File: config.mk
export PLATFORM = sky130hd
export DESIGN_NAME = load_queue
export DESIGN_NICKNAME = d
export VERILOG_FILES = /design/src/rtl/load_queue.sv
export SDC_FILE = /design/constraint.sdc
export NUM_CORES = 1
export LEC_CHECK = 0
export ABC_AREA = 1
export ABC_CLOCK_PERIOD_IN_PS = 2700
export BUFFER_PORTS_ARGS = -buffer_cell sky130_fd_sc_hd__clkbuf_2
export CORE_AREA = 2 2 186 188
export CTS_BUF_LIST = sky130_fd_sc_hd__clkbuf_8
export DETAILED_ROUTE_END_ITERATION = 12
export DIE_AREA = 0 0 188 190
export GPL_TIMING_DRIVEN = 0
export PLACE_DENSITY = 0.88
export SYNTH_ARGS = -nofsm -noshare
export SYNTH_HDL_FRONTEND = slang
export SYNTH_SLANG_ARGS = --single-unit
export TNS_END_PERCENT = 20
File: constraint.sdc
create_clock -name clk_in -period 2.7 [get_ports clk_in]
set_input_delay 0.405 -clock clk_in [delete_from_list [all_inputs] [get_ports clk_in]]
set_output_delay 0.405 -clock clk_in [all_outputs]
set_load 0.01 [all_outputs]
File: src/rtl/load_queue.sv
// -----------------------------------------------------------------------------
// load_queue
//
// Circular, age-ordered queue of address-resolved loads sitting between the
// address unit, the reorder buffer and the data controller. Loads are
// allocated at the tail, marked safe by ROB broadcasts, issued one at a time
// to the data controller and retired from the head once their result has
// been broadcast back to the ROB.
//
// Build option:
//   LQ_OOO_EN  defined   -> the oldest eligible entry (scanning from head)
//                           issues, so younger safe loads may bypass an
//                           unsafe head.
//              undefined -> only the head entry may issue (strict in-order);
//                           the scan logic is not built.
//
// Parameters:
//   DEPTH   queue entries (power of two, >= 2)
//   ADDR_W  address width
//   DATA_W  load data width
//   ROB_W   ROB tag width
//
// Ports:
//   clk_in, rst_in (async, active-low), rdy_in (global enable / hold)
//   au_lq_*      allocation handshake (valid/ready) with addr, dest, funct3
//   rob_lq_*     flush and safe-tag broadcast from the ROB
//   lq_rob_*     result pulse (tag, value) back to the ROB
//   lq_dc_*      memory request (req, addr, one-hot width, signed)
//   dc_lq_*      memory acknowledge pulse with extended data
// -----------------------------------------------------------------------------
module load_queue #(
    parameter int DEPTH  = 8,
    parameter int ADDR_W = 32,
    parameter int DATA_W = 32,
    parameter int ROB_W  = 4
) (
    input  logic              clk_in,
    input  logic              rst_in,
    input  logic              rdy_in,
    input  logic              au_lq_valid_in,
    output logic              au_lq_ready_out,
    input  logic [ADDR_W-1:0] au_lq_addr_in,
    input  logic [ROB_W-1:0]  au_lq_dest_in,
    input  logic [2:0]        au_lq_funct3_in,
    input  logic              rob_lq_flush_in,
    input  logic              rob_lq_safe_en_in,
    input  logic [ROB_W-1:0]  rob_lq_safe_dest_in,
    output logic              lq_rob_en_out,
    output logic [ROB_W-1:0]  lq_rob_dest_out,
    output logic [DATA_W-1:0] lq_rob_value_out,
    output logic              lq_dc_req_out,
    output logic [ADDR_W-1:0] lq_dc_addr_out,
    output logic [2:0]        lq_dc_width_out,
    output logic              lq_dc_signed_out,
    input  logic              dc_lq_ack_in,
    input  logic [DATA_W-1:0] dc_lq_data_in
);

    localparam int IDX_W = $clog2(DEPTH);
    localparam int PTR_W = IDX_W + 1;

    typedef enum logic {
        ST_IDLE = 1'b0,
        ST_WAIT = 1'b1
    } iss_state_t;

    // -------------------------------------------------------------------------
    // funct3 decode helpers
    // -------------------------------------------------------------------------
    function automatic logic [2:0] width_onehot(input logic [2:0] funct3);
        logic [2:0] w;
        case (funct3[1:0])
            2'b00:   w = 3'b001;
            2'b01:   w = 3'b010;
            default: w = 3'b100;
        endcase
        return w;
    endfunction

    // Only LB and LH sign-extend; LW has nothing to extend.
    function automatic logic sign_ext(input logic [2:0] funct3);
        return (funct3[2] == 1'b0) && (funct3[1:0] != 2'b10);
    endfunction

    // -------------------------------------------------------------------------
    // Queue storage and pointers
    // -------------------------------------------------------------------------
    logic [PTR_W-1:0]  head_ptr;
    logic [PTR_W-1:0]  tail_ptr;
    logic [PTR_W-1:0]  count;
    logic [IDX_W-1:0]  head_idx;
    logic [IDX_W-1:0]  tail_idx;

    logic [DEPTH-1:0]  ent_valid;
    logic [DEPTH-1:0]  ent_safe;
    logic [DEPTH-1:0]  ent_issued;
    logic [DEPTH-1:0]  ent_done;
    logic [ADDR_W-1:0] ent_addr   [DEPTH];
    logic [ROB_W-1:0]  ent_dest   [DEPTH];
    logic [2:0]        ent_funct3 [DEPTH];

    // Issue tracking
    iss_state_t        state;
    iss_state_t        state_nxt;
    logic [IDX_W-1:0]  iss_idx;
    logic [DEPTH-1:0]  elig;
    logic              sel_found;
    logic [IDX_W-1:0]  sel_idx;
    logic              issue_fire;
    logic              ack_fire;

    // Event qualifiers
    logic              flush_fire;
    logic              alloc_fire;
    logic              retire_fire;
    logic              safe_fire;
    logic              alloc_safe;

    // Result stage
    logic              vld_p0;
    logic [ROB_W-1:0]  dest_p0;
    logic [DATA_W-1:0] value_p0;

    assign head_idx = head_ptr[IDX_W-1:0];
    assign tail_idx = tail_ptr[IDX_W-1:0];

    // Pointer MSB acts as a wrap bit, so the modular difference is the
    // occupancy and reaches exactly DEPTH when the queue is full.
    assign count           = tail_ptr - head_ptr;
    assign au_lq_ready_out = (count != PTR_W'(DEPTH));

    assign flush_fire  = rdy_in && rob_lq_flush_in;
    assign safe_fire   = rdy_in && rob_lq_safe_en_in && !rob_lq_flush_in;
    assign alloc_fire  = rdy_in && au_lq_valid_in && au_lq_ready_out && !rob_lq_flush_in;
    assign retire_fire = rdy_in && !rob_lq_flush_in && ent_valid[head_idx] && ent_done[head_idx];

    // A broadcast landing in the allocation cycle of the same tag must not
    // be lost, since the entry is not yet valid in the array to match it.
    assign alloc_safe  = safe_fire && (rob_lq_safe_dest_in == au_lq_dest_in);

    // -------------------------------------------------------------------------
    // Issue selection
    // -------------------------------------------------------------------------
    always_comb begin
        elig = '0;
        for (int i = 0; i < DEPTH; i++) begin
            elig[i] = ent_valid[i] & ent_safe[i] & ~ent_issued[i] & ~ent_done[i];
        end
    end

`ifdef LQ_OOO_EN
    logic [IDX_W-1:0] scan_idx;

    // Walk the ring starting at head so the first hit is the oldest
    // eligible load.
    always_comb begin
        sel_found = 1'b0;
        sel_idx   = head_idx;
        scan_idx  = head_idx;
        for (int i = 0; i < DEPTH; i++) begin
            scan_idx = head_idx + IDX_W'(i);
            if (!sel_found && elig[scan_idx]) begin
                sel_found = 1'b1;
                sel_idx   = scan_idx;
            end
        end
    end
`else
    assign sel_idx   = head_idx;
    assign sel_found = elig[head_idx];
`endif

    // -------------------------------------------------------------------------
    // Issue FSM
    // -------------------------------------------------------------------------
    always_ff @(posedge clk_in or negedge rst_in) begin
        if (!rst_in) begin
            state <= ST_IDLE;
        end else begin
            state <= state_nxt;
        end
    end

    always_comb begin
        state_nxt  = state;
        issue_fire = 1'b0;
        ack_fire   = 1'b0;
        if (rdy_in) begin
            if (rob_lq_flush_in) begin
                state_nxt = ST_IDLE;
            end else begin
                case (state)
                    ST_IDLE: begin
                        if (sel_found) begin
                            issue_fire = 1'b1;
                            state_nxt  = ST_WAIT;
                        end
                    end
                    ST_WAIT: begin
                        if (dc_lq_ack_in) begin
                            ack_fire  = 1'b1;
                            state_nxt = ST_IDLE;
                        end
                    end
                    default: state_nxt = ST_IDLE;
                endcase
            end
        end
    end

    // -------------------------------------------------------------------------
    // Entry control bits and pointers
    // -------------------------------------------------------------------------
    // Within one cycle the indices touched by safe/issue/ack/retire/alloc
    // never collide on the same bit with conflicting values: issue picks a
    // not-done entry, retire a done one, and alloc an invalid slot.
    always_ff @(posedge clk_in or negedge rst_in) begin
        if (!rst_in) begin
            ent_valid  <= '0;
            ent_safe   <= '0;
            ent_issued <= '0;
            ent_done   <= '0;
            head_ptr   <= '0;
            tail_ptr   <= '0;
        end else if (flush_fire) begin
            ent_valid  <= '0;
            ent_safe   <= '0;
            ent_issued <= '0;
            ent_done   <= '0;
            head_ptr   <= '0;
            tail_ptr   <= '0;
        end else if (rdy_in) begin
            if (safe_fire) begin
                for (int i = 0; i < DEPTH; i++) begin
                    if (ent_valid[i] && !ent_issued[i] &&
                        (ent_dest[i] == rob_lq_safe_dest_in)) begin
                        ent_safe[i] <= 1'b1;
                    end
                end
            end
            if (issue_fire) begin
                ent_issued[sel_idx] <= 1'b1;
            end
            if (ack_fire) begin
                ent_done[iss_idx] <= 1'b1;
            end
            if (retire_fire) begin
                ent_valid[head_idx]  <= 1'b0;
                ent_safe[head_idx]   <= 1'b0;
                ent_issued[head_idx] <= 1'b0;
                ent_done[head_idx]   <= 1'b0;
                head_ptr             <= head_ptr + 1'b1;
            end
            if (alloc_fire) begin
                ent_valid[tail_idx]  <= 1'b1;
                ent_safe[tail_idx]   <= alloc_safe;
                ent_issued[tail_idx] <= 1'b0;
                ent_done[tail_idx]   <= 1'b0;
                tail_ptr             <= tail_ptr + 1'b1;
            end
        end
    end

    // Entry payload carries no reset: it is only read behind a valid bit.
    always_ff @(posedge clk_in) begin
        if (alloc_fire) begin
            ent_addr[tail_idx]   <= au_lq_addr_in;
            ent_dest[tail_idx]   <= au_lq_dest_in;
            ent_funct3[tail_idx] <= au_lq_funct3_in;
        end
    end

    // -------------------------------------------------------------------------
    // Memory request registers
    // -------------------------------------------------------------------------
    always_ff @(posedge clk_in or negedge rst_in) begin
        if (!rst_in) begin
            lq_dc_req_out    <= 1'b0;
            lq_dc_addr_out   <= '0;
            lq_dc_width_out  <= '0;
            lq_dc_signed_out <= 1'b0;
            iss_idx          <= '0;
        end else if (flush_fire) begin
            lq_dc_req_out    <= 1'b0;
        end else if (rdy_in) begin
            if (issue_fire) begin
                lq_dc_req_out    <= 1'b1;
                lq_dc_addr_out   <= ent_addr[sel_idx];
                lq_dc_width_out  <= width_onehot(ent_funct3[sel_idx]);
                lq_dc_signed_out <= sign_ext(ent_funct3[sel_idx]);
                iss_idx          <= sel_idx;
            end else if (ack_fire) begin
                lq_dc_req_out    <= 1'b0;
            end
        end
    end

    // ---- stage p0: capture acknowledged data ----
    always_ff @(posedge clk_in or negedge rst_in) begin
        if (!rst_in) begin
            vld_p0 <= 1'b0;
        end else if (flush_fire) begin
            vld_p0 <= 1'b0;
        end else if (rdy_in) begin
            vld_p0 <= ack_fire;
        end
    end

    always_ff @(posedge clk_in) begin
        if (ack_fire) begin
            dest_p0  <= ent_dest[iss_idx];
            value_p0 <= dc_lq_data_in;
        end
    end

    // ---- stage p1: result broadcast to ROB ----
    // A flush also squashes a result still in flight through p0.
    always_ff @(posedge clk_in or negedge rst_in) begin
        if (!rst_in) begin
            lq_rob_en_out    <= 1'b0;
            lq_rob_dest_out  <= '0;
            lq_rob_value_out <= '0;
        end else if (flush_fire) begin
            lq_rob_en_out    <= 1'b0;
        end else if (rdy_in) begin
            lq_rob_en_out <= vld_p0;
            if (vld_p0) begin
                lq_rob_dest_out  <= dest_p0;
                lq_rob_value_out <= value_p0;
            end
        end
    end

endmodule

Word level (Yosys, flattened, before mapping)
Memories as Yosys holds them, arrays and structs flattened. A register that Yosys moved wholly into a read port is not among the register bits.
Index checks and enable logic that the tools add are counted.
W data, S select, Z words.
Word-level totals
  register bits after elaboration: 119
  RAM bits: 312
  bits of input ports: 82
  word-level logic and storage cells: 226
  memories kept: 3
Memory list
  ent_addr: words 8, bits a word 32, read ports 1, clocked after Yosys merged registers in 1, wr ports 1, line 98  | logic [ADDR_W-1:0] ent_addr [DEPTH];
  ent_dest: words 8, bits a word 4, read ports 9, clocked after Yosys merged registers in 1, wr ports 1, line 99  | logic [ROB_W-1:0] ent_dest [DEPTH];
  ent_funct3: words 8, bits a word 3, read ports 1, clocked after Yosys merged registers in 0, wr ports 1, line 100  | logic [2:0] ent_funct3 [DEPTH];
Operators by class
  $add $sub $neg: 3
  $lt $le $gt $ge: 6
  equal/unequal tests: 12
  muxes and demuxes: 82
  bitwise logic cells: 54
  reduce and logical (&&, ||, !) cells: 50
Operators with widths (count)
  $mux W8: 33
  $and A8 B8 Y8: 6
  $eq A4 B4 Y1: 9
  $mux W1: 34
  $logic_and A1 B1 Y1: 30
  $and A1 B1 Y1: 24
  $mux W4: 6
  $or A8 B8 Y8: 3
  $not A1 Y1: 19
  $not A8 Y8: 2
  $lt A3 B4 Y1 const B: 3
  $logic_not A1 Y1: 10
  $bmux W1 S3: 3
  $demux W1 S3: 3
  $ge A3 B1 Y1 const B: 3
  $add A4 B1 Y4 const B: 2
  $bwmux W8: 1
  $pmux W3 S2: 1
  $reduce_and A2 Y1: 3
  $reduce_and A3 Y1: 2
  $reduce_bool A2 Y1: 3
  $ne A4 B4 Y1 const B: 1
  $sub A4 B4 Y4: 1
  $reduce_bool A3 Y1: 1
  4 further kinds: 4

Logic depth before layout (Yosys ltp)
  depth in word-level cells: 20
  mapped depth: 15
  mapped depth without buffers: 14

Worst setup path before layout
Ideal clock, no wire load.
  kind: register to register
  from: register head_ptr[2]
  to: memory ent_addr[0][0] (enable)
  library setup time: 394 ps
  arrival: 2492 ps
  setup slack: -186 ps
  cell stages (with the launch flop): 12
  path through: dfrtp_1 > buf_2 > inv_1 > ha_1 > a21oi_1 > nand2_1 > nand2_1 > nand2_1 > nand2_1 > buf_2 > nand3_1 > inv_1
On the way
  longest elaborated chain between the ends: 6
Ends and longest elaborated chain
  start, declared: line 88  | logic [PTR_W-1:0] head_ptr;
  start signal, assigned: line 252  | head_ptr <= head_ptr + 1'b1;
  $sub A4 B4 Y4: line 129  | assign count = tail_ptr - head_ptr;
  $ne A4 B4 Y1: line 130  | assign au_lq_ready_out = (count != PTR_W'(DEPTH));
  via au_lq_ready_out: line 41  | output logic au_lq_ready_out,
  $logic_and A1 B1 Y1 (2 in series): line 134  | assign alloc_fire = rdy_in && au_lq_valid_in && au_lq_ready_out && !rob_lq_flush_in;
  $mux W1: line 266  | if (alloc_fire) begin
  $mux W1 (not written as such): line 267  | ent_addr[tail_idx] <= au_lq_addr_in;
  end, declared: line 98
The timed path passes the listed nets, and every way through them passes these cells.

Final worst setup path
  from: register head_ptr[2]
  to: memory ent_addr[1][24] (enable)
On the way
  longest elaborated chain between the ends: 6
Ends and longest elaborated chain (line)
  $sub A4 B4 Y4: 129
  $ne A4 B4 Y1: 130
  $logic_and A1 B1 Y1 (2 in series): 134
  $mux W1: 266
  $mux W1 (not written as such): 267
Every way passes these cells.

==> results.md <==
- Vias in the first global route: 13.8k
- Largest delay share family, worst path: buffers and inverters
- Root buffer cell: clkbuf_8
- Most common cell after layout, fill and taps aside: nand2_1
- Antenna violations before repair: 6
- Area grow syn2layout: 18.9%
- Final Power: 15.7 mW
- Layout Skew: between 30 and 40 ps
- Fin Setup TNS: 0 ps
- Run status: finished clean
- Post-synth top area share: ~56%
- Post-synth EDFFs: between 300 and 400
- TritonCTS clock tree: yes
- Worst slew margin: 38.7%
- Gr usage total: 29.5%
- Pwr/cell area: around 700 nW/µm²
- Hold_ws: between 40 and 50 ps
- Adder-cell area share of the yosys netlist: less than 1%
- Crit-path cells: buf_4 > inv_6 > ha_4 > a21oi_2 > nand2_1 > nand2_1 > nand2_1 > nand2_2 > buf_2 > nand3_2 > clkinvlp_4 > buf_4
- TritonCTS buffer count: between 70 and 80
- Place WS: -926 ps
- Multi-input logic area: about 4500 µm²
- Post-synthesis sequential area ratio: 72.0%
- Mean Syn Cell Area: between 10 and 15 µm²
- Syn Nets: 1,602
- Hold Fails Final Rpt: 0
- Clk Latency, worst-skew pair: 630 ps
- Critical Path RT: around 3000 ps
- DRT Wirelength: 52,200 µm
- Setup slack after layout: 91.4 ps
- Core Region: 33,900 µm²
- Max Cap Viol: 0
- Mapped Cells: between 1.5k and 2k
- Largest net degree at the start of global routing: a little over 70
- Share of cells above drive strength 1: 22.3%
- CP max-delay cell: dfrtp_1
- Max Freq: about 380 MHz
- Initial core utilization: between 50% and 60%
- Vias per inst: a little under 6
- Mux cell area share after synthesis: under 10%
- Final net count: roughly 1.9k
- Fraction of the mapped netlist area in compound gates: between 5 and 6%
- Hold WC Path Type: in2reg
- Final Critical Period: ~2600 ps
- Worst Setup End Kind: flop
- Antenna viol nets, final: 0
- Port Buffers: 153
- Largest family of logic cells by synthesized area: simple AND/OR/NAND/NOR gates
- Global route overflow: 0
- Largest area contributor in the netlist: edfxtp_1
- Most frequent cells in the layout: nand2_1 (468), edfxtp_1 (348), clkbuf_2 (152)
- FF+latch area: 13,400 µm²
- Final routed DRC violation total: 0
- CP max stage delay: ~370 ps
- Crit path top cell by count: nand2_1
- DIE HEIGHT: 190 µm
- Crit path kind: reg2reg
- Routability cong.: ~0.96
- RSZ-0062 raised after global routing: no
- Pre-antenna DRT Iters: 6
- CTS H-tree lvls: 3
- CP max FO: 11
- Commonest register cell after synthesis: edfxtp_1
- CP arrival: 2910 ps
- Sink Count: 467
- Clk buf depth: 3
- Yosys cell types: 42
- Die Width: 188 µm
- Final core utilization: 65.3%
- Fillers: 2,311
- Clock transition at path regs: 60 ps
- Post-Synth Simple-Gate Area: between 10% and 20%
- Starting DRT DRC Count: roughly 1.7k
- Ports: ~160
- Xor and xnor fraction of the mapped netlist area: less than 1%
- Asr flop ratio synth: between 20% and 30%
- Crit path buffers/inverters: 5
- Top post-synthesis cells by area: edfxtp_1 (56%), dfrtp_1 (16%), nand2_1 (9.4%), mux2_2 (2.2%), inv_1 (1.9%)
- Die area: 35,700 µm²
- Register bit total from synthesis: 467
- DR WL/cell: ~23 µm
- Final slew viol count: 0
- Warnings from Yosys: 0
- Pleak: 9.33 nW
- Final setup fails: 0
- Post-DP HPWL: 31,400 µm
- First-pass GRT wire length: 78,600 µm
- Worst setup SP type: flop
- Row Count: 68
- Peak supply drop: 0.711 mV
- Via count: ~13k
- Final Cycle Share: 96.6%
- Slew @ Worst Pin: slightly above 900 ps
- Cell Area, Synth: 18,700 µm²
## what timing repair did
item	in CTS	in global routing
setup buffers	13	1
pin swaps	0	2
endpoints found under the setup margin	300	164
gates resized for setup	19	13
hold buffers	33	0
cloned	6	1
hold endpoints to repair	81	0
## cell type report
type                    instances  area share [%]
clock inverters                41           0.959
well taps                     455            2.57
repair inverters                6           0.203
plain buffers                  55            1.61
clock buffers                  89            5.52
multi-input cells             887            20.4
inverters                     106            1.96
diodes                          3          0.0338
repair buffers                208            6.20
flip-flops and latches        467            60.5
## path summary, 6_finish.rpt
kind	from	to	slack, ps	depth (start not counted)
max	head_ptr[2]	ent_addr[1][24]	90	12
min	au_lq_addr_in[13]	ent_addr[4][13]	50	1
max reg2reg	head_ptr[2]	ent_addr[1][24]	90	12
min reg2reg	value_p0[19]	lq_rob_value_out[19]	480	1
max in group asynchronous	rst_in	lq_dc_addr_out[31]	1630	3
min in group asynchronous	rst_in	lq_rob_value_out[15]	320	2
## worst reg2reg max path: stages (launching register included)
cell,delay (ps)
dfrtp_1,370
buf_4,180
inv_6,100
ha_4,220
a21oi_2,150
nand2_1,60
nand2_1,60
nand2_1,60
nand2_2,100
buf_2,190
nand3_2,330
clkinvlp_4,180
buf_4,260
## state kept, by name (all words and copies together) (netlist names), 3 cells and up
register          flops
ent_addr            256
ent_dest             32
lq_dc_addr_out       32
lq_rob_value_out     32
value_p0             32
ent_funct3           24
ent_done              8
ent_issued            8
ent_safe              8
ent_valid             8
dest_p0               4
head_ptr              4
lq_rob_dest_out       4
tail_ptr              4
iss_idx               3
lq_dc_width_out       3
## cells in the mapped netlist, types with 2 or more instances
cell       instances
nand2_1          469
edfxtp_1         348
dfrtp_1          119
inv_1             93
nand3_1           61
nor2_1            57
a22oi_1           45
nand4_1           42
mux2_2            36
a21oi_1           35
o21ai_0           33
buf_2             32
xor2_1            16
nor3_1            15
a22o_1            11
inv_2             11
buf_4             10
o22ai_1           10
o21ai_1            9
buf_6              8
a221oi_1           6
nand3_2            6
ha_1               5
nor2_2             5
clkbuf_1           4
xnor2_1            4
nor2_4             3
o211ai_1           3
o2bb2ai_1          3
inv_4              2
nand2_2            2
o2111ai_1          2
## kinds of logic after synthesis
family | count (synthesis)
flip-flops | 467
adder cells (fa/ha/maj) | 5
multiplexers | 36
XOR/XNOR | 20
buffers and inverters | 161
AND/OR/NAND/NOR | 664
AO/OA/AOI/OAI | 162
## per-stage QoR
stage	instances	cell area, µm²
3_5_place_dp	2130	20200
4_1_cts	2312	22100
2_1_floorplan	1515	18700
5_1_grt	2316	22200
3_3_place_gp	2123	20000
6_report	2317	22200
## routing by layer
metal,share of wire [%],global-route usage [%]
met1,35,35.3
met2,48,48.9
met3,11,7.86
met4,4.9,16.3
met5,0.19,1.37
## power breakdown
| part | internal [mW] | leakage [nW] | switching, mW |
|---|---|---|---|
| Clock | 3.09 | 0.829 | 2.78 |
| Combinational | 0.565 | 3.75 | 0.957 |
| Sequential | 8.10 | 4.75 | 0.221 |
| Total | 11.8 | 9.33 | 3.96 |
(Power assumes the default switching activity.)
